[config.mk]
export PLATFORM = sky130hd
export DESIGN_NAME = ft64_div_sched
export DESIGN_NICKNAME = d
export VERILOG_FILES = /design/src/rtl/ft64_div_sched.sv
export SDC_FILE = /design/constraint.sdc
export NUM_CORES = 1
export LEC_CHECK = 0
export ABC_AREA = 1
export ABC_CLOCK_PERIOD_IN_PS = 3950
export CAP_MARGIN = 20
export CORE_AREA = 2 2 268 270
export CTS_BUF_LIST = sky130_fd_sc_hd__clkbuf_16
export DETAILED_ROUTE_END_ITERATION = 8
export DIE_AREA = 0 0 270 272
export PLACE_DENSITY = 0.39
export REMOVE_ABC_BUFFERS = 1
export SLEW_MARGIN = 10
export SYNTH_ARGS = -nofsm -noshare
export SYNTH_HDL_FRONTEND = slang
export SYNTH_SLANG_ARGS = --single-unit
[constraint.sdc]
create_clock -name clk -period 3.95 [get_ports clk]
set_clock_uncertainty 0.2 [all_clocks]
set_input_delay 1.185 -clock clk [delete_from_list [all_inputs] [get_ports clk]]
set_output_delay 1.185 -clock clk [all_outputs]
set_load 0.03 [all_outputs]
[src/rtl/ft64_div_sched.sv]
// Shares one iterative FT64 divider between NREQ ALU issue ports: round-robin grant,
// operand latch, result hold over valid/ready, and tag-based flush/abort.
module ft64_div_sched #(
    parameter int unsigned WID  = 64,
    parameter int unsigned NREQ = 2,
    parameter int unsigned TAGW = 5,
    localparam int unsigned SRCW = (NREQ > 1) ? $clog2(NREQ) : 1
) (
    input  logic                 clk,
    input  logic                 rst,
    input  logic [NREQ-1:0]      req_v,
    output logic [NREQ-1:0]      req_rdy,
    input  logic [NREQ-1:0]      req_sgn,
    input  logic [NREQ-1:0]      req_sgnus,
    input  logic [NREQ*WID-1:0]  req_a,
    input  logic [NREQ*WID-1:0]  req_b,
    input  logic [NREQ*TAGW-1:0] req_tag,
    output logic                 div_ld,
    output logic                 div_abort,
    output logic                 div_sgn,
    output logic                 div_sgnus,
    output logic [WID-1:0]       div_a,
    output logic [WID-1:0]       div_b,
    input  logic [WID-1:0]       div_qo,
    input  logic [WID-1:0]       div_ro,
    input  logic                 div_dvByZr,
    input  logic                 div_done,
    input  logic                 div_idle,
    output logic                 res_v,
    input  logic                 res_rdy,
    output logic [TAGW-1:0]      res_tag,
    output logic [SRCW-1:0]      res_src,
    output logic [WID-1:0]       res_q,
    output logic [WID-1:0]       res_r,
    output logic                 res_dbz,
    input  logic                 flush_v,
    input  logic [TAGW-1:0]      flush_tag,
    output logic                 busy
);

    typedef enum logic [1:0] {IDLE, LOAD, BUSY, HOLD} state_t;

    state_t          state_q, state_d;
    logic [SRCW-1:0] rr_q, rr_d;
    logic            killed_q, killed_d;
    logic [WID-1:0]  a_q, a_d, b_q, b_d;
    logic            sgn_q, sgn_d, sgnus_q, sgnus_d;
    logic [TAGW-1:0] tag_q, tag_d;
    logic [SRCW-1:0] src_q, src_d;
    logic            resv_q, resv_d;
    logic [WID-1:0]  resq_q, resq_d, resr_q, resr_d;
    logic            resdbz_q, resdbz_d;
    logic [TAGW-1:0] restag_q, restag_d;
    logic [SRCW-1:0] ressrc_q, ressrc_d;

    logic            gnt_found;
    int unsigned     gnt_i;
    logic            flush_hit;
    logic            kill_now;

    // First requester at or after rr_q, wrapping around the port list.
    always_comb begin
        gnt_found = 1'b0;
        gnt_i     = 0;
        for (int unsigned k = 0; k < NREQ; k++) begin
            int unsigned idx;
            idx = 32'(rr_q) + k;
            if (idx >= NREQ) idx = idx - NREQ;
            if (!gnt_found && req_v[idx]) begin
                gnt_found = 1'b1;
                gnt_i     = idx;
            end
        end
    end

    assign flush_hit = flush_v && (flush_tag == tag_q);
    assign kill_now  = killed_q || flush_hit;

    always_comb begin
        state_d   = state_q;
        rr_d      = rr_q;
        killed_d  = killed_q;
        a_d       = a_q;
        b_d       = b_q;
        sgn_d     = sgn_q;
        sgnus_d   = sgnus_q;
        tag_d     = tag_q;
        src_d     = src_q;
        resv_d    = resv_q;
        resq_d    = resq_q;
        resr_d    = resr_q;
        resdbz_d  = resdbz_q;
        restag_d  = restag_q;
        ressrc_d  = ressrc_q;
        req_rdy   = '0;
        div_ld    = 1'b0;
        div_abort = 1'b0;

        case (state_q)
            IDLE: begin
                if (!rst && gnt_found && div_idle) begin
                    req_rdy[gnt_i] = 1'b1;
                    a_d      = req_a[gnt_i*WID +: WID];
                    b_d      = req_b[gnt_i*WID +: WID];
                    sgn_d    = req_sgn[gnt_i];
                    sgnus_d  = req_sgnus[gnt_i];
                    tag_d    = req_tag[gnt_i*TAGW +: TAGW];
                    src_d    = SRCW'(gnt_i);
                    killed_d = flush_v && (flush_tag == req_tag[gnt_i*TAGW +: TAGW]);
                    rr_d     = (gnt_i == NREQ - 1) ? '0 : SRCW'(gnt_i + 1);
                    state_d  = LOAD;
                end
            end
            LOAD: begin
                div_ld = 1'b1;
                if (flush_hit) killed_d = 1'b1;
                state_d = BUSY;
            end
            BUSY: begin
                div_abort = kill_now;
                // div_done alone is also high while the divider idles
                if (div_done && !div_idle) begin
                    if (kill_now) begin
                        killed_d = 1'b0;
                        state_d  = IDLE;
                    end else begin
                        resq_d   = div_qo;
                        resr_d   = div_ro;
                        resdbz_d = div_dvByZr;
                        restag_d = tag_q;
                        ressrc_d = src_q;
                        resv_d   = 1'b1;
                        state_d  = HOLD;
                    end
                end else if (flush_hit) begin
                    killed_d = 1'b1;
                end
            end
            HOLD: begin
                if (res_rdy || flush_hit) begin
                    resv_d  = 1'b0;
                    state_d = IDLE;
                end
            end
            default: state_d = IDLE;
        endcase
    end

    always_ff @(posedge clk) begin
        if (rst) begin
            state_q  <= IDLE;
            rr_q     <= '0;
            killed_q <= 1'b0;
            a_q      <= '0;
            b_q      <= '0;
            sgn_q    <= 1'b0;
            sgnus_q  <= 1'b0;
            tag_q    <= '0;
            src_q    <= '0;
            resv_q   <= 1'b0;
            resq_q   <= '0;
            resr_q   <= '0;
            resdbz_q <= 1'b0;
            restag_q <= '0;
            ressrc_q <= '0;
        end else begin
            state_q  <= state_d;
            rr_q     <= rr_d;
            killed_q <= killed_d;
            a_q      <= a_d;
            b_q      <= b_d;
            sgn_q    <= sgn_d;
            sgnus_q  <= sgnus_d;
            tag_q    <= tag_d;
            src_q    <= src_d;
            resv_q   <= resv_d;
            resq_q   <= resq_d;
            resr_q   <= resr_d;
            resdbz_q <= resdbz_d;
            restag_q <= restag_d;
            ressrc_q <= ressrc_d;
        end
    end

    assign div_a     = a_q;
    assign div_b     = b_q;
    assign div_sgn   = sgn_q;
    assign div_sgnus = sgnus_q;
    assign res_v     = resv_q;
    assign res_q     = resq_q;
    assign res_r     = resr_q;
    assign res_dbz   = resdbz_q;
    assign res_tag   = restag_q;
    assign res_src   = ressrc_q;
    assign busy      = (state_q != IDLE);

endmodule

[Word level (Yosys, flattened, before mapping)]
Cells that the tools add are included.
Cells by class
  add/subtract/negate cells: 4
  multiply operators: 1
  $lt $le $gt $ge: 6
  eq/ne operators: 11
  shift operators: 3
  mux-type cells: 35
  bitwise logic cells: 1
  reductions and logical operators: 21
Operators with widths (count)
  $shiftx 128x33->64: 2
  $mux 32: 4
  $lt 32x2->1 const B: 3
  $shiftx 10x33->5: 1
  $eq 32x1->1 const B: 1
  $ge 32x1->1 const B: 1
  $mul 32x3->32 const B: 1
  $mux 1: 21
  $mux 2: 6
  $eq 5x5->1: 2
  $reduce_and 3->1: 3
  $ne 2x2->1 const B: 4
  $pmux 2 s4: 1
  $logic_and 1x1->1: 7
  $eq 2x2->1 const B: 2
  $reduce_and 4->1: 1
  $reduce_bool 2->1: 2
  $logic_not 1->1: 3
  $ne 3x3->1 const B: 1
  $pmux 1 s3: 1
  $reduce_bool 3->1: 1
  $sub 1x2->3 const B: 1
  $sub 2x2->3 const B: 1
  $add 1x1->2 const B: 1
  other kinds (10): 11
Word-level totals
  bits in registers: 276
  output and inout bits: 271
  logic and storage cells: 97

[Depth between registers and ports, before layout]
  depth in word-level cells: 14
  depth in mapped cells: 13
  gate-level depth less buffers: 12

[Worst setup path before layout]
No wires, ideal clock.
  kind: input -> output
  start: in rst
  end: out req_rdy[1]
  arrival: 2.211 ns
  data required time: 2.565 ns
  setup slack: 0.354 ns
  cell stages on the path: 8
  path through: buf_2 -> nor2_1 -> o21ai_2 -> nor2_8 -> inv_4 -> nor2_4 -> buf_6 -> buf_4
Between the ends
  cells in the longest elaborated chain, start to end: 5
Ends and longest elaborated chain
  from (decl): RTL line 10  | input logic rst,
  $logic_not 1->1: RTL line 101  | if (!rst && gnt_found && div_idle) begin
  $logic_and 1x1->1 (2 in a row): RTL line 101
  $mux 2: RTL line 101
  $mux 2: RTL line 99  | case (state_q)
  to (decl): RTL line 12  | output logic [NREQ-1:0] req_rdy,
Every way passes these cells.

[Worst setup path after layout]
  start: in req_v[0]
  end: out req_rdy[0]
Between the ends
  cells in the longest elaborated chain, start to end: 12
  elaborated cells between the ends (all ways): 19
Ends and longest elaborated chain
  from (decl): RTL line 11  | input logic [NREQ-1:0] req_v,
  $mux 1 (not written as such) (2 in a row): RTL line 69  | if (!gnt_found && req_v[idx]) begin
  $mux 1: RTL line 69
  $logic_not 1->1: RTL line 69
  $logic_and 1x1->1: RTL line 69
  $mux 32: RTL line 69
  $ge 32x1->1 (not written as such) / $lt 32x2->1 (equally long branches): RTL line 102  | req_rdy[gnt_i] = 1'b1;
  $logic_and 1x1->1 (not written as such): RTL line 102
  $mux 1 (not written as such): RTL line 102
  $demux 1 s1: RTL line 102
  $mux 2 *: RTL line 101
  $mux 2 *: RTL line 99
Mark *: on every way between the ends. The rest lies on a longest branch, timed or not. The select of a mux whose other input is x is not followed.

==> flow_summary.ini <==
[placed_design]
gp_congestion = 0.811
post-dp-hpwl_um = 41700
dp_slack_ns = 0.0182
portBuffers = 682

[min_path]
holdCritPathClass = reg2reg

[layout]
multiInputGateArea_um2 = 4220
ff_latch_area_um2 = 5530
nNetsFinal = 2512
fill_cells = 7635
drive_above_1_share_pct = 4.11
synthToLayoutAreaGrowth_pct = 81.8

[die]
initial_core_util_pct = 15.4
fp.coreArea_um2 = 70800
die_h_um = 272
die-area_um2 = 73400
die_w_um = 270
row_count = 98
num_io_pins = 683

[drt]
drt_iter0_markers = 488
drc = 0
viasPerCell = 3.96
vias = 12100
routed_wl_um = 56100
final_antenna_net_count = 0
dr.pass1.iters = 5
wl_per_cell_um = 18.3

[synthesis]
synth-adder-area-share_pct = 0.576
synth_area_per_cell_um2 = 7.49
synth_area_leaders = dfxtp_1 51%, nand2_1 15%, a31oi_1 7.5%
yosysWarnings = 0
syn_area_um2 = 10900
ys_types = 26
synth_common_cells = 444 x nand2_1, 276 x dfxtp_1, 154 x inv_1, 136 x a21oi_1, 136 x o21ai_0
synth_ff_type = dfxtp_1
async_reset_ff_share_pct = 0
synthMuxAreaShare_pct = 0
synthSimpleGateAreaFrac_pct = 17.7
synth-seq-cells = 276
yosysTopAreaCell = dfxtp_1
synth_xor_area_share_pct = 0
synth_top_area_share_pct = 50.8
synth_edf_count = 0
synth-seq-area-share_pct = 50.8
synth.most_common_cell = nand2_1
synth-compound-area-share_pct = 20.6
synthCells = 1451
synth_top_family_by_area = compound AO/OA/AOI/OAI gates

[clock_network]
clk_latency_ns = 0.54
cts_root_buf = clkbuf_16
cts_sinks = 276
cts.htree.levels = 2
cts.clk_slew.worst_paths_ns = 0.06
cts_max_path_buffers = 3
cts_tree = built
numCtsBuffers = 37

[setup_path]
path_delay_family = buffers and inverters
arrival_ns = 2.45
startpoint_type = primary input
path_max_fanout = 4
crit_slowest_cell = clkdlybuf4s50_1
crit_type = in2out
cp.required_ns = 2.56
cpMostUsedCell = nand2_1
crit_buf_inv = 3
path_cells = clkdlybuf4s50_1, nand2_1, nand2_1, inv_2, nor2_4, buf_12
worst_setup_path_end_kind = primary output
cp_slowest_stage_delay_ns = 0.50

[global_route]
grt_pass1_wl_um = 80700
grt.total_usage_pct = 14.6
grt_antenna_before_repair = 18
grt_pass1_vias = 12100
grt_max_degree = 138
overflow = 0

[sta]
tightest_slew_ns = 1.09
timing.fmax_mhz = 260
min_period_ns = 3.84
max_slew_margin_pct = 27.7
fin_setup_tns_ns = 0
timing.final.ws_setup_ns = 0.111
finalHoldViolCount = 0
drv_slew = 0
period_share_pct = 97.2
finalSetupViolations = 0

[flow_run]
cap_violations = 0

[power]
power.density_nw_per_um2 = 432
swShare_pct = 32.0
intPower_mw = 5.80
p_clk_share_pct = 35.9
p_switching_mw = 2.73
leakagePower_nw = 6.74
ir_drop_v = 0.000213
seqPwrFrac_pct = 37.2
power_mw = 8.54
power_frac_comb_pct = 27.0

[status]
status = finished, final reports clean
-- layout by cell type, fill, tap and decap left out --
master,Yosys,final
or2_2,1,1
inv_2,5,6
inv_4,1,1
nand2_1,444,444
diode_2,0,3
o31ai_1,3,3
nand4_1,3,3
o21ai_2,1,1
buf_6,3,1
ha_1,5,5
clkinv_1,0,7
o21a_1,1,1
bufinv_16,0,1
and2_1,1,1
buf_12,0,11
dfxtp_1,276,276
clkinvlp_4,0,1
nor2_8,1,1
dlymetal6s2s_1,0,2
a21oi_1,136,136
a31oi_1,131,131
nor2_1,33,33
o21ai_0,136,136
o211ai_1,1,1
nor2_4,2,2
a211oi_1,1,1
nand3_1,9,9
nand3b_1,2,2
clkdlybuf4s50_1,0,676
clkbuf_16,0,37
inv_1,154,161
clkinv_2,0,5
buf_4,11,19
-- metal layers --
metal | GRT usage (%) | part of all wire [%] | up-vias | wire length (µm)
li1 | - | - | 5996 | -
met3 | 6.56 | 10 | 84 | 5880
met2 | 25.4 | 48 | 523 | 27000
met1 | 16.3 | 39 | 5523 | 22000
met4 | 3.11 | 1.9 | 8 | 1060
met5 | 0 | 0.093 | - | 52
-- power groups by stage --
| stage | clock network (mW) | registers [mW] | logic [mW] |
|---|---|---|---|
| after detailed placement | 0 | 3.23 | 2.33 |
| after global routing | 3.32 | 3.20 | 2.49 |
| after global placement | 0 | 3.22 | 2.33 |
| after floorplan | 0 | 3.66 | 0.643 |
| final | 3.06 | 3.17 | 2.30 |
| after CTS | 3.22 | 3.17 | 2.34 |
-- timing repair --
action                     4_1_cts  5_1_grt
resized for setup                0        4
hold buffers                     0        0
buffers inserted                 0        2
hold endpoints to repair         0        0
setup endpoints to repair        0        1
-- registers in the layout (all words and copies together), names as in the netlist --
register and cells:
res_r 64, res_v 1, res_src 1, state_q 2, src_q 1, div_sgn 1, res_q 64, rr_q 1
killed_q 1, tag_q 5, div_b 64, res_dbz 1, res_tag 5, div_sgnus 1, div_a 64
-- tightest hold or removal path, stage by stage (launching register included) --
cell and delay (ns):
dfxtp_1 0.30, inv_1 0.04, a21oi_1 0.05
-- per-stage QoR --
stage,instances,instance area (µm²),utilization (%),hold slack [ns]
detailed placement,3004,18700,26.4,0.235
CTS,3063,19700,27.9,0.243
finish,3068,19800,27.9,0.240
floorplan,1347,10300,-,0.237
global route,3067,19800,27.9,0.258
global placement,3004,18700,26.4,0.231
-- worst paths after layout --
path                                                to  slack [ns]  cells past startpoint               startpoint
worst min register to register  res_q[57]$_SDFFE_PP0P_        0.24                      2   res_q[57]$_SDFFE_PP0P_
worst min-delay path            res_q[57]$_SDFFE_PP0P_        0.24                      2   res_q[57]$_SDFFE_PP0P_
worst max-delay path                        req_rdy[0]        0.11                      6                 req_v[0]
worst max register to register  div_a[12]$_SDFFE_PP0P_        1.37                      9  state_q[0]$_SDFFE_PP0P_
-- cell type report --
class | instances | share of cell area, %
clock inverter | 22 | 0.595
antenna | 3 | 0.0380
multi-input combinational | 911 | 21.4
sequential | 276 | 28.0
clock buffer | 37 | 4.69
timing repair buffer | 709 | 36.3
tap | 950 | 6.02
inverter | 160 | 3.06
-- cells by family (layout without fill, tap and decap cells) --
logic type	after synthesis	count (layout)
simple gates	496	496
other cells	0	3
buf+inv	264	928
fa+ha+maj	5	5
compound gates	410	410
flops	276	276
Note: power is estimated with default switching activity, not from simulation.
